`config.mk`:
```
export PLATFORM = sky130hd
export DESIGN_NAME = ifu_fetch_queue
export DESIGN_NICKNAME = d
export VERILOG_FILES = /design/src/rtl/ifu_fetch_queue.sv
export SDC_FILE = /design/constraint.sdc
export NUM_CORES = 1
export LEC_CHECK = 0
export BUFFER_PORTS_ARGS = -buffer_cell sky130_fd_sc_hd__clkbuf_2
export CAP_MARGIN = 30
export CORE_AREA = 2 2 218 242
export DETAILED_ROUTE_END_ITERATION = 8
export DIE_AREA = 0 0 220 244
export GPL_TIMING_DRIVEN = 0
export SLEW_MARGIN = 20
export SYNTH_ARGS = -nofsm -noshare
export SYNTH_HDL_FRONTEND = slang
export SYNTH_SLANG_ARGS = --single-unit
```
`constraint.sdc`:
```
create_clock -name clk -period 4.15 [get_ports clk]
set_input_delay 0.2075 -clock clk [delete_from_list [all_inputs] [get_ports clk]]
set_output_delay 0.2075 -clock clk [all_outputs]
set_load 0.1 [all_outputs]
```
`src/rtl/ifu_fetch_queue.sv`:
```
// Instruction-fetch unit: issues one memory request at a time and queues {pc, inst}
// pairs for decode; a redirect flushes the queue and drops any response still in flight.
module ifu_fetch_queue #(
  parameter int unsigned     XLEN         = 64,
  parameter int unsigned     ILEN         = 32,
  parameter int unsigned     QDEPTH       = 4,
  parameter logic [XLEN-1:0] RESET_VECTOR = XLEN'(64'h8000_0000)
) (
  input  logic            clk,
  input  logic            rst,
  input  logic            redirect_valid,
  input  logic [XLEN-1:0] redirect_pc,
  output logic            imem_req_valid,
  input  logic            imem_req_ready,
  output logic [XLEN-1:0] imem_req_addr,
  input  logic            imem_resp_valid,
  input  logic [ILEN-1:0] imem_resp_data,
  output logic            out_valid,
  input  logic            out_ready,
  output logic [XLEN-1:0] out_pc,
  output logic [ILEN-1:0] out_inst
);

  localparam int unsigned     PW         = $clog2(QDEPTH);
  localparam int unsigned     CW         = PW + 1;
  localparam logic [CW-1:0]   FULL_COUNT = CW'(QDEPTH);
  localparam logic [CW-1:0]   CNT_ONE    = CW'(1);
  localparam logic [PW-1:0]   PTR_ONE    = PW'(1);
  localparam logic [XLEN-1:0] PC_STEP    = XLEN'(4);

  typedef enum logic [1:0] {S_REQ, S_WAIT, S_DROP} state_t;

  state_t          r_state;
  logic [XLEN-1:0] r_fetch_pc;
  logic [XLEN-1:0] r_req_pc;
  logic [XLEN-1:0] r_pc_mem   [QDEPTH];
  logic [ILEN-1:0] r_inst_mem [QDEPTH];
  logic [PW-1:0]   r_wr_ptr;
  logic [PW-1:0]   r_rd_ptr;
  logic [CW-1:0]   r_count;

  logic w_req_fire;
  logic w_push;
  logic w_pop;
  logic w_unused_pc_lsbs;

  // Fetch PCs are word aligned, so the low redirect bits carry no information.
  assign w_unused_pc_lsbs = &{1'b0, redirect_pc[1:0]};

  // A same-cycle redirect withdraws the request so the stale PC is never accepted.
  assign imem_req_valid = !rst && !redirect_valid && (r_state == S_REQ) && (r_count < FULL_COUNT);
  assign imem_req_addr  = r_fetch_pc;
  assign w_req_fire     = imem_req_valid && imem_req_ready;
  assign w_push         = !rst && !redirect_valid && (r_state == S_WAIT) && imem_resp_valid;

  assign out_valid = !rst && (r_count != '0);
  assign w_pop     = out_valid && out_ready;
  assign out_pc    = r_pc_mem[r_rd_ptr];
  assign out_inst  = r_inst_mem[r_rd_ptr];

  // NOTE: the queue storage has no reset; r_count gates every read, so stale contents are never visible.
  always_ff @(posedge clk) begin
    if (w_push) begin
      r_pc_mem[r_wr_ptr]   <= r_req_pc;
      r_inst_mem[r_wr_ptr] <= imem_resp_data;
    end
  end

  // NOTE: non-blocking assignments keep every register reading pre-edge values of its neighbours.
  always_ff @(posedge clk) begin
    if (rst) begin
      r_state    <= S_REQ;
      r_fetch_pc <= RESET_VECTOR;
      r_req_pc   <= '0;
      r_wr_ptr   <= '0;
      r_rd_ptr   <= '0;
      r_count    <= '0;
    end else if (redirect_valid) begin
      r_fetch_pc <= {redirect_pc[XLEN-1:2], 2'b00};
      r_wr_ptr   <= '0;
      r_rd_ptr   <= '0;
      r_count    <= '0;
      // A response arriving with the redirect retires the outstanding request;
      // otherwise it is still owed and must be swallowed in DROP.
      if (r_state == S_REQ) r_state <= S_REQ;
      else                  r_state <= imem_resp_valid ? S_REQ : S_DROP;
    end else begin
      if (w_push) r_wr_ptr <= r_wr_ptr + PTR_ONE;
      if (w_pop)  r_rd_ptr <= r_rd_ptr + PTR_ONE;
      case ({w_push, w_pop})
        2'b10:   r_count <= r_count + CNT_ONE;
        2'b01:   r_count <= r_count - CNT_ONE;
        default: r_count <= r_count;
      endcase
      case (r_state)
        S_REQ: begin
          if (w_req_fire) begin
            r_req_pc   <= r_fetch_pc;
            r_fetch_pc <= r_fetch_pc + PC_STEP;
            r_state    <= S_WAIT;
          end
        end
        S_WAIT:  if (imem_resp_valid) r_state <= S_REQ;
        S_DROP:  if (imem_resp_valid) r_state <= S_REQ;
        default: r_state <= S_REQ;
      endcase
    end
  end

endmodule

```
* Word level (Yosys, flattened, before mapping) *
Memory sizes are Yosys's and may differ from the RTL's. A register that Yosys moved wholly into a read port is not among the register bits.
Index checks and enable logic that the tools add are counted.

word-level totals
  bits in registers = 137
  bits in latches = 0
  memory bits (writable) = 384
  memory bits (read-only) = 0
  bits of input ports = 102
  output and inout bits = 162
  logic and storage cells = 59
  memories = 2

memory list
  memory      depth  width  read ports  clocked after memory_dff  wr ports  RTL line  RTL
  r_pc_mem    4      64     1           1                         1         36        logic [XLEN-1:0] r_pc_mem [QDEPTH];
  r_inst_mem  4      32     1           1                         1         37        logic [ILEN-1:0] r_inst_mem [QDEPTH];

cells by class
  add/sub/neg operators = 5
  multipliers = 0
  divide/modulo/power cells = 0
  $lt $le $gt $ge = 1
  equality and inequality tests = 6
  shifts and indexed selects = 0
  muxes and demuxes = 16
  bitwise logic cells = 1
  reductions and logical operators = 21

operators with widths
  operator                                                               count
  64-bit two-way mux                                                     3
  64-bit by 3-bit adder with 64-bit output, second input constant        1
  2-bit two-way mux                                                      9
  1-bit logical AND                                                      8
  3-bit one-hot mux with 2 select lines                                  1
  2-bit AND reduction                                                    3
  2-bit nonzero test                                                     3
  2-bit by 1-bit adder with 2-bit output, second input constant          2
  2-bit by 1-bit equality test with 1-bit output, second input constant  2
  2-bit equality test, second input constant                             2
  2-bit one-hot mux with 2 select lines                                  1
  2-bit OR reduction                                                     2
  3-bit by 1-bit adder with 3-bit output, second input constant          1
  3-bit less-than comparator, second input constant                      1
  3-bit by 1-bit != test with 1-bit output, second input constant        1
  3-bit != test, second input constant                                   1
  3-bit AND reduction                                                    1
  3-bit nonzero test                                                     1
  3-bit by 1-bit subtractor with 3-bit output, second input constant     1
  1-bit logical NOT                                                      2
  2-bit logical NOT                                                      1
  1-bit two-way mux                                                      2
  1-bit NOT                                                              1

* Depth between registers and ports, before layout *
  depth in word-level cells = 8
  gate-level depth with buffers = 11
  mapped depth without buffers = 11

* Least setup slack after synthesis *
Ideal clock, no wire load.

  path kind = flip-flop to flip-flop
  from = register r_state[1]
  to = memory r_inst_mem[0][0], enable pin
  arrival = 2.993 ns
  setup slack = 0.694 ns
  cell stages (with the launch flop) = 6
  clock period less this slack = 3.456 ns
  path through = dfxtp_1 > inv_1 > ha_1 > nand2_1 > nor2_1 > and2_1

between the ends
  word-level cells in the longest chain between the ends = 5

RTL lines
  item                                            RTL line  RTL
  start: declaration                              33        state_t r_state;
  start signal: assignment                        86        else r_state <= imem_resp_valid ? S_REQ : S_DROP;
  2-bit by 1-bit equality test with 1-bit output  54        assign w_push = !rst && !redirect_valid && (r_state == S_WAIT) && imem_resp_valid;
  1-bit logical AND (2 in series)                 54
  1-bit two-way mux                               63        if (w_push) begin
  1-bit two-way mux (not written as such)         65        r_inst_mem[r_wr_ptr] <= imem_resp_data;
  end: declaration                                37

Every way passes these cells.

==> metrics.json <==
{
  "logic_synthesis": {
    "synth_ff_type": "sky130_fd_sc_hd__edfxtp_1",
    "yosysWarnings": 0,
    "syn-mean-instance-area_sq_um": 15.0,
    "synth_seq_area_share_pct": 68.9,
    "netlist-cell-type-count": 70,
    "synth_async_sr_flop_share_pct": 0,
    "postSynthRegisterBits": 511,
    "netlist_area_sq_um": 20300,
    "number_of_flops_mapped_to_enable_cells_by_yosys": 376,
    "postSynthCellCount": 1354
  },
  "timing": {
    "relSlewSlack_pct": 36.1,
    "rsz0062_at_grt": "no",
    "final-max-slew-violation-count": 0,
    "period_minus_slack_ns": 3.42,
    "achievable-frequency_mhz": 292,
    "skew_ns": 0.0356,
    "tightestPinTransition_ns": 0.959,
    "final_worst_path_period_share_pct": 82.4,
    "setup-tns-final_ns": 0,
    "post_route_setup_slack_ns": 0.729,
    "timing.hold.ws_ns": 0.0447,
    "number_of_endpoints_with_negative_hold_slack_in_the_final_report": 0,
    "finalSetupViolations": 0
  },
  "floorplan": {
    "starting_density_pct": 39.9,
    "die_h_microns": 244,
    "rows": 87,
    "dieArea_sq_um": 53700,
    "die_x_microns": 220,
    "core_area_sq_um": 50900,
    "design.portCount": 264
  },
  "clock_network": {
    "clk-insertion-delay-late_ns": 0.61,
    "cts_tree": "yes",
    "cts_made_buffers": 53,
    "tritoncts_num_sinks": 511,
    "clockBufferDepth": 3,
    "postCtsSetupBuffers": 0,
    "h-tree-depth": 2,
    "root_buffer": "sky130_fd_sc_hd__clkbuf_16",
    "cts.reportedPaths.clkPinSlew_ns": 0.07
  },
  "final_layout": {
    "layout.nets": 1887,
    "multi_input_area_sq_um": 5880,
    "fillerInstances": 4443,
    "drive_above_1_share_pct": 27.7,
    "layout.area.seq_sq_um": 14000,
    "final_cells": 2490,
    "stdcell_area_sq_um": 25500,
    "area_delta_synth_final_pct": 25.4
  },
  "worst_setup_path": {
    "cp_max_fo": 10,
    "worst-endpoint-arrival_ns": 3.21,
    "cp.required_ns": 3.94,
    "cp-start-kind": "flop",
    "critical_path_class": "reg2out",
    "critPathCaptureType": "primary output"
  },
  "global_route": {
    "pin_count_of_the_biggest_net_entering_global_routing": 39,
    "grt_antenna_before_repair": 2,
    "first_pass_grt_wire_length_microns": 86500,
    "grt_pass1_vias": 13495,
    "gr-usage-all-layers_pct": 22.1,
    "gr-total-overflow": 0
  },
  "detailed_routing": {
    "drcViolationCount": 0,
    "detailedRoute.firstIterationViolations": 1192,
    "post_drt_wl_per_cell_microns": 23.9,
    "detailroute.via_count": 13596,
    "vias_per_cell": 5.46,
    "drt.antenna.violating_nets": 0,
    "detail_route.first_pass.iterations": 7,
    "totalWireLength_microns": 59400
  },
  "placement": {
    "routabilityCongestion": 0.934,
    "post-dp-hpwl_microns": 41300,
    "place_inst": 2291,
    "dpl_worst_slack_ns": 0.923,
    "detailed_place.area_sq_um": 22700,
    "port_buffers": 257
  },
  "outcome": {
    "status": "complete, no violations"
  },
  "power_and_ir_drop": {
    "ir_drop_mv": 0.356,
    "p_per_area_nw_per_um2": 446,
    "leakage_nw": 8.58
  },
  "min_path": {
    "hold_class": "in2reg"
  },
  "job": {
    "max_cap_violations": 0
  }
}
## cell usage after synthesis (12+ instances only)
master                     count  area share [%]
sky130_fd_sc_hd__edfxtp_1    376              56
sky130_fd_sc_hd__nand2_1     177             3.3
sky130_fd_sc_hd__dfxtp_1     135              13
sky130_fd_sc_hd__mux4_2       94              10
sky130_fd_sc_hd__a21oi_1      92             2.3
sky130_fd_sc_hd__nor2_1       57             1.1
sky130_fd_sc_hd__clkbuf_1     49            0.91
sky130_fd_sc_hd__nand3_1      35            0.86
sky130_fd_sc_hd__nand4_1      32            0.99
sky130_fd_sc_hd__inv_1        21            0.39
sky130_fd_sc_hd__and3_1       20            0.62
sky130_fd_sc_hd__buf_2        18            0.44
sky130_fd_sc_hd__or4_1        13            0.48
sky130_fd_sc_hd__a31oi_1      12            0.37
sky130_fd_sc_hd__buf_1        12            0.22
## cells in the final DEF, fill, tap and decap left out, types with 8 or more instances in the layout
cell type / instances
sky130_fd_sc_hd__xnor2_1: 10
sky130_fd_sc_hd__mux4_2: 94
sky130_fd_sc_hd__buf_2: 19
sky130_fd_sc_hd__edfxtp_1: 376
sky130_fd_sc_hd__a211oi_1: 10
sky130_fd_sc_hd__a31oi_1: 12
sky130_fd_sc_hd__clkbuf_16: 55
sky130_fd_sc_hd__nand4_1: 32
sky130_fd_sc_hd__dfxtp_1: 135
sky130_fd_sc_hd__clkbuf_1: 56
sky130_fd_sc_hd__nand3_1: 35
sky130_fd_sc_hd__buf_1: 11
sky130_fd_sc_hd__nor2_1: 57
sky130_fd_sc_hd__clkinv_1: 9
sky130_fd_sc_hd__nor3_1: 11
sky130_fd_sc_hd__a21oi_1: 92
sky130_fd_sc_hd__clkbuf_2: 257
sky130_fd_sc_hd__nor4_1: 8
sky130_fd_sc_hd__or4_1: 13
sky130_fd_sc_hd__inv_1: 21
sky130_fd_sc_hd__and3_1: 20
sky130_fd_sc_hd__dlygate4sd3_1: 94
sky130_fd_sc_hd__xor2_1: 9
sky130_fd_sc_hd__ha_1: 8
sky130_fd_sc_hd__o21ai_0: 11
sky130_fd_sc_hd__clkinv_2: 8
sky130_fd_sc_hd__or3_1: 11
sky130_fd_sc_hd__nand2_1: 177
sky130_fd_sc_hd__bufinv_16: 8
## layer usage
layer,vias to the layer above,share of wire (%),track usage [%]
met3,128,7.2,4.53
met2,547,48,36.2
met5,-,0,0
met4,0,4.0,8.51
met1,6793,41,28.8
li1,6128,-,-
## metrics by stage
step,utilization (%),power (mW)
detailed placement,44.5,6.41
CTS,49.9,11.4
floorplan,-,6.16
finish,50.0,11.4
global route,50.0,11.7
global placement,44.0,6.40
## registers in the layout (all words and copies together) (netlist names), named ones only
signal         flops
r_pc_mem         248
r_inst_mem       128
imem_req_addr     62
r_req_pc          62
r_count            3
r_rd_ptr           2
r_state            2
r_wr_ptr           2
## power breakdown
| part | switching (mW) | total [mW] | leakage, nW | internal [mW] |
|---|---|---|---|---|
| logic | 0.584 | 0.782 | 3.31 | 0.198 |
| registers | 0.101 | 5.60 | 4.38 | 5.50 |
| clock network | 2.02 | 4.97 | 0.884 | 2.95 |
| total | 2.71 | 11.4 | 8.58 | 8.64 |
## final timing paths
check / start / cells past startpoint / end / slack, ns
worst min register to register: r_req_pc[34] / 0 / r_pc_mem[3][34] / 0.49
worst max-delay path: flop / 5 / out_pc[54] / 0.73
worst max register to register: r_state[0] / 10 / r_req_pc[22] / 0.87
worst min-delay path: redirect_pc[51] / 3 / imem_req_addr[51] / 0.04
## critical path: stages (launching register included)
cell,delay [ns]
sky130_fd_sc_hd__dfxtp_1,0.48
sky130_fd_sc_hd__buf_1,0.51
sky130_fd_sc_hd__buf_8,0.23
sky130_fd_sc_hd__clkbuf_1,0.56
sky130_fd_sc_hd__mux4_2,0.43
sky130_fd_sc_hd__clkbuf_2,0.39
## what timing repair did
action,CTS,global route
hold buffers,94,0
resized for setup,0,0
hold endpoints to repair,189,0
## area by class of cell
cell class | count | share of cell area (%)
buffer | 86 | 1.48
clock buffer | 63 | 5.56
tap | 667 | 3.28
clock inverter | 37 | 1.62
antenna | 2 | 0.0197
sequential | 511 | 54.9
multi-input combinational | 739 | 23.1
timing repair buffer | 364 | 9.70
inverter | 21 | 0.310
## kinds of logic after synthesis
logic type / Yosys count / synth area share [%]
adders and majority gates: 9 / 0.592
AOI/OAI and AO/OA: 193 / 6.16
muxes: 99 / 10.7
and+or+nand+nor: 415 / 10.6
other: 1 / 0.0185
buffers and inverters: 107 / 2.24
xor gates and xnor gates: 19 / 0.820
DFF: 511 / 68.9
Power figures use the tool's default switching activity.
